--- config.mk ---
export PLATFORM = sky130hd
export DESIGN_NAME = data_capture_fifo_flat
export DESIGN_NICKNAME = d
export VERILOG_FILES = /design/src/rtl/data_capture_fifo_if.sv /design/src/rtl/data_capture_fifo.sv /design/src/flat_wrapper.sv
export SDC_FILE = /design/constraint.sdc
export NUM_CORES = 1
export LEC_CHECK = 0
export ABC_AREA = 0
export CORE_AREA = 5 5 95 106
export CTS_CLUSTER_SIZE = 12
export DETAILED_ROUTE_END_ITERATION = 10
export DIE_AREA = 0 0 100 111
export SETUP_SLACK_MARGIN = 0.3
export SLEW_MARGIN = 20
export SYNTH_ARGS = -nofsm -noshare
export SYNTH_HDL_FRONTEND = slang
export SYNTH_SLANG_ARGS = --single-unit
--- constraint.sdc ---
create_clock -name clk -period 4.6 [get_ports clk]
set_input_delay 0.92 -clock clk [delete_from_list [all_inputs] [get_ports clk]]
set_output_delay 0.92 -clock clk [all_outputs]
set_load 0.02 [all_outputs]
--- src/rtl/data_capture_fifo_if.sv ---
// data_capture_fifo_if: write/read handshake and status bundle for data_capture_fifo
interface data_capture_fifo_if #(parameter int WIDTH = 8, parameter int DEPTH = 8);
  logic enable;
  logic [WIDTH-1:0] data;
  logic [WIDTH-1:0] out;
  logic out_valid;
  logic out_ready;
  logic full;
  logic empty;
  logic [$clog2(DEPTH):0] count;
  logic [7:0] drop_cnt;
  logic overflow;
  modport master(output enable, data, out_ready, input out, out_valid, full, empty, count, drop_cnt, overflow);
  modport slave(input enable, data, out_ready, output out, out_valid, full, empty, count, drop_cnt, overflow);
endinterface

--- src/rtl/data_capture_fifo.sv ---
// data_capture_fifo: show-ahead FIFO with write-drop accounting and overflow pulse
module data_capture_fifo #(parameter int WIDTH = 8, parameter int DEPTH = 8) (
  input logic clk,
  input logic rst,
  data_capture_fifo_if.slave bus
);
  localparam int AW = $clog2(DEPTH);
  localparam logic [AW:0] FULL_CNT = (AW+1)'(DEPTH);
  logic [WIDTH-1:0] mem [DEPTH];
  logic [AW-1:0] wp, rp;
  logic [AW:0] cnt;
  logic [7:0] drops;
  logic ovf, pop, push, rej, is_empty, is_full;
  assign is_empty = cnt == '0;
  assign is_full = cnt == FULL_CNT;
  assign pop = !is_empty && bus.out_ready;
  // a pop in the same cycle frees the slot, so a write into a full FIFO still lands
  assign push = bus.enable && (!is_full || pop);
  assign rej = bus.enable && !push;
  always_ff @(posedge clk) if (push) mem[wp] <= bus.data;
  always_ff @(posedge clk or posedge rst)
    if (rst) begin
      wp <= '0;
      rp <= '0;
      cnt <= '0;
      drops <= '0;
      ovf <= 1'b0;
    end else begin
      wp <= push ? wp + 1'b1 : wp;
      rp <= pop ? rp + 1'b1 : rp;
      cnt <= (push && !pop) ? cnt + 1'b1 : (pop && !push) ? cnt - 1'b1 : cnt;
      drops <= (rej && drops != 8'hff) ? drops + 8'd1 : drops;
      ovf <= rej;
    end
  assign bus.out = is_empty ? '0 : mem[rp];
  assign bus.out_valid = !is_empty;
  assign bus.full = is_full;
  assign bus.empty = is_empty;
  assign bus.count = cnt;
  assign bus.drop_cnt = drops;
  assign bus.overflow = ovf;
endmodule

--- src/flat_wrapper.sv ---
// flat-port wrapper written by rule: the top's interface ports become plain ports
module data_capture_fifo_flat 
#(parameter int WIDTH = 8, parameter int DEPTH = 8)
  (clk, rst, bus_enable, bus_data, bus_out_ready, bus_out, bus_out_valid, bus_full, bus_empty, bus_count, bus_drop_cnt, bus_overflow);
  data_capture_fifo_if #(.WIDTH(WIDTH), .DEPTH(DEPTH)) bus_i ();
  input logic clk;
  input logic rst;
  input wire logic [$bits(bus_i.enable)-1:0] bus_enable;
  input wire logic [$bits(bus_i.data)-1:0] bus_data;
  input wire logic [$bits(bus_i.out_ready)-1:0] bus_out_ready;
  output wire logic [$bits(bus_i.out)-1:0] bus_out;
  output wire logic [$bits(bus_i.out_valid)-1:0] bus_out_valid;
  output wire logic [$bits(bus_i.full)-1:0] bus_full;
  output wire logic [$bits(bus_i.empty)-1:0] bus_empty;
  output wire logic [$bits(bus_i.count)-1:0] bus_count;
  output wire logic [$bits(bus_i.drop_cnt)-1:0] bus_drop_cnt;
  output wire logic [$bits(bus_i.overflow)-1:0] bus_overflow;
  assign bus_i.enable = bus_enable;
  assign bus_i.data = bus_data;
  assign bus_i.out_ready = bus_out_ready;
  assign bus_out = bus_i.out;
  assign bus_out_valid = bus_i.out_valid;
  assign bus_full = bus_i.full;
  assign bus_empty = bus_i.empty;
  assign bus_count = bus_i.count;
  assign bus_drop_cnt = bus_i.drop_cnt;
  assign bus_overflow = bus_i.overflow;
  data_capture_fifo #(.WIDTH(WIDTH), .DEPTH(DEPTH)) u_core (.clk(clk), .rst(rst), .bus(bus_i));
endmodule
==> out/results.md <==
### Run status
* status: complete, no violations

### Clock tree
* clock latency on the worst-skew pair: 350 ps
* buffer count from post-CTS setup fixing: 0
* CTS Buffer Depth: 2
* clock tree from TritonCTS: yes
* post-cts resize count: 0
* Root Buffer: clkbuf_8
* H-tree depth: 3
* hold buffers post-CTS: 0
* Num CTS Buffers: 9
* post-CTS clock slew at the launch and capture registers of the worst setup and hold paths: 90 ps
* number of clock sinks: 83

### Synth
* synthesized instance count: 208
* most instantiated library cell after synthesis: edfxtp_1
* portion of synthesized cell area occupied by the leading cell type: 0.555
* combinational family with the most area after synthesis: multiplexers
* share of the synthesized area in compound gates (AO/OA/AOI/OAI): 0.0213
* simple-gate portion of the synthesized area: 0.0755
* per-instance average area after synthesis: 16.7 µm²
* net count after synthesis: 227
* fraction of synthesized area in multiplexers: 0.149
* number of enable-type register cells in the synthesized netlist: 64
* share of the synthesized netlist area taken by xor and xnor gates: 0.0202
* Yosys warnings: 0
* Area contributors post-synth: edfxtp_1 (55%), dfrtp_1 (14%), mux4_2 (10%), mux2i_1 (2.9%), ha_1 (2.2%)
* most frequent cells after synthesis: edfxtp_1 (64), dfrtp_1 (19), nor2_1 (18)
* part of the Yosys area used for sequential elements: 0.692
* Synth cell types: 35
* leading area contributor after synthesis: edfxtp_1
* Synth Flop Type: edfxtp_1
* post-synthesis instance area: 0.00347 mm²
* number of register bits inferred by synthesis: 83
* Adder-Cell Fraction of Synth Area: 0.0274
* fraction of synthesis flops using an asynchronous set or reset pin: 0.229

### Timing
* Final Hold Violating Endpoints: 0
* post-route clock period utilization: 0.767
* final critical delay including setup and external delays: 3530 ps
* Max Freq: 0.284 GHz
* actual slew at the worst max-slew pin: 921 ps
* Max Transition Viols Final: 0
* Clock Skews: 9.96 ps
* RSZ-0062 raised after global routing: no
* Max-Slew Margin vs Limit: 0.384
* number of endpoints failing setup at the final stage: 0
* sum of negative setup slack: 0 ps

### Power
* internal portion of total power: 1.79 mW
* share of total power in sequential cells: 0.415
* Sw Pwr: 847 µW
* clock share of power: 0.239
* total design power: 2.63 mW
* power density of the placed cells: 626 mW/mm²
* combinational share of power: 0.346
* Sw Ratio: 0.322
* static power due to leakage: 1.50 nW
* VDD IR-drop max: 0.286 mV

### Min path
* end point of the worst hold path: u_core.bus.drop_cnt[0]$_DFFE_PP0P_
* class of the most critical hold timing path: flip-flop to flip-flop
* Hold Path Depth: 1
* Hold Startpoint: u_core.bus.drop_cnt[0]$_DFFE_PP0P_

### GRT
* GRT Residual Overflow: 0
* Overall Global Routing Usage: 0.123
* via count of the first global-routing pass: 1922
* antenna violations before repair: 0
* maximum number of pins on one net before global-route repair: 20
* first-pass GRT wire length: 10200 µm

### Critical path
* maximum fanout encountered on the critical timing path: 10
* endpoint arrival time on the critical path: 2610 ps
* Critical-path top delay cell: dfrtp_1
* critical-path cell list: buf_4 -> mux4_2 -> mux2i_1 -> nor2_1 -> clkdlybuf4s50_1
* startpoint of the worst setup timing path: u_core.rp[0]$_DFFE_PP0P_
* Setup crit start kind: flip-flop
* R2R Setup Slk: 1460 ps
* Critical Setup Path Class: flip-flop to primary output
* cell family with the largest share of critical-path delay: buffers and inverters
* largest stage delay on the critical path: 710 ps
* Critical path buffers and inverters: 2
* FF-to-FF Start: u_core.bus.count[1]$_DFFE_PP0P_
* required time of the worst setup path: 3680 ps
* number of cells on the worst reg-to-reg path: 9
* R2R Path End: u_core.bus.count[3]$_DFFE_PP0P_
* Worst setup EP type: primary output

### Drt
* average vias per placed instance: 5.03
* Routed Wire Length: 6370 µm
* DR vias: 1861
* DRC violation count after routing: 0
* count of nets left with antenna violations after detail routing: 0
* routed len/inst: 17.2 µm
* number of optimization iterations in the first detailed-route pass: 4
* violation count after the first detailed-route iteration: 54

### Cells and area
* Layout Cells excl Fill: 370
* nets@finish: 270
* proportion of layout cells with a drive suffix above 1: 0.168
* antenna cell count: 0
* area growth from synthesis to layout: 21.4%
* number of fill cells: 758

### Floorplanning
* die width: 100 µm
* starting density of the core: 0.395
* Die ar.: 0.0111 mm²
* Chip Height: 111 µm
* total core area: 0.00878 mm²
* count of boundary I/O pins: 36
* placement row count: 36

### Flow run
* Max Cap Viol: 0

### Place
* gpl congestion: 0.744
* placed wire-length estimate: 4250 µm
* total instance count after detailed placement: 354
* quantity of I/O buffers inserted on ports: 35

## layout by cell type, fill, tap and decap left out, types with 6 or more instances in the layout
cell | netlist | layout
nor2_1 | 18 | 18
nand2_1 | 15 | 15
mux2i_1 | 10 | 10
xnor2_1 | 7 | 7
mux4_2 | 16 | 16
ha_1 | 6 | 6
clkbuf_8 | 0 | 9
dfrtp_1 | 19 | 19
edfxtp_1 | 64 | 64
clkdlybuf4s50_1 | 0 | 35
## per-stage QoR
| stage | hold WS, ps | util | cell area [µm²] | setup WS (ps) |
|---|---|---|---|---|
| 2_1_floorplan | 489 | - | 3470 | 1720 |
| 3_3_place_gp | 509 | 0.451 | 3960 | 1310 |
| 3_5_place_dp | 525 | 0.451 | 3960 | 1160 |
| 4_1_cts | 544 | 0.479 | 4210 | 982 |
| 5_1_grt | 567 | 0.479 | 4210 | 897 |
| 6_report | 538 | 0.479 | 4210 | 1070 |
## cell families (layout without fill, tap and decap cells)
logic type | Yosys count | after routing
DFF | 83 | 83
and+or+nand+nor | 54 | 54
muxes | 31 | 31
buffers and inverters | 13 | 61
AOI/OAI and AO/OA | 12 | 12
xor gates and xnor gates | 8 | 8
adders and majority gates | 7 | 7
## worst register-to-register path: stages (launching register included)
cell,delay (ps)
dfrtp_1,460
or4b_4,610
o21ai_0,320
inv_1,160
ha_1,270
inv_1,160
ha_1,250
a21o_1,200
a2111oi_0,440
o31ai_1,140
## how the worst max path moves through the flow
stage	endpoint	slack, ps	cells after the start
2_1_floorplan	u_core.bus.count[3]$_DFFE_PP0P_	1720	9
3_3_place_gp	u_core.bus.count[3]$_DFFE_PP0P_	1310	9
3_5_place_dp	u_core.bus.count[3]$_DFFE_PP0P_	1160	9
4_1_cts	bus_out[1]	980	5
5_1_grt	bus_out[4]	900	5
6_report	bus_out[1]	1070	5
## final cells by class
| class | instances | area, µm² | share of cell area |
|---|---|---|---|
| clock inverter | 7 | 124 | 0.0294 |
| timing repair buffer | 39 | 380 | 0.0904 |
| inverter | 6 | 22.5 | 0.00535 |
| multi-input combinational | 112 | 1020 | 0.242 |
| sequential | 83 | 2400 | 0.570 |
| tap | 114 | 143 | 0.0339 |
| clock buffer | 9 | 124 | 0.0294 |
## sequential cells by signal, indices dropped and copies added, names as in the netlist
register and cells:
u_core.mem 64, u_core.rp 3, u_core.bus.overflow 1, u_core.wp 3
u_core.bus.drop_cnt 8, u_core.bus.count 4
## power by group through the flow
stage          combinational, mW  clock (mW)  sequential, mW
6_report                   0.910       0.630            1.09
5_1_grt                    0.990       0.680            1.12
4_1_cts                    0.926       0.646            1.10
3_5_place_dp               0.923           0            1.11
3_3_place_gp               0.910           0            1.11
2_1_floorplan              0.619           0            1.05
## layer usage
metal	global-route usage	routed length (µm)	vias up	part of all wire
met5	0	0	-	0
met4	0.0539	116	0	0.018
met3	0.0296	295	10	0.046
met2	0.205	3210	48	0.50
met1	0.150	2750	924	0.43
li1	-	-	879	-
Note: power is estimated with default switching activity, not from simulation.
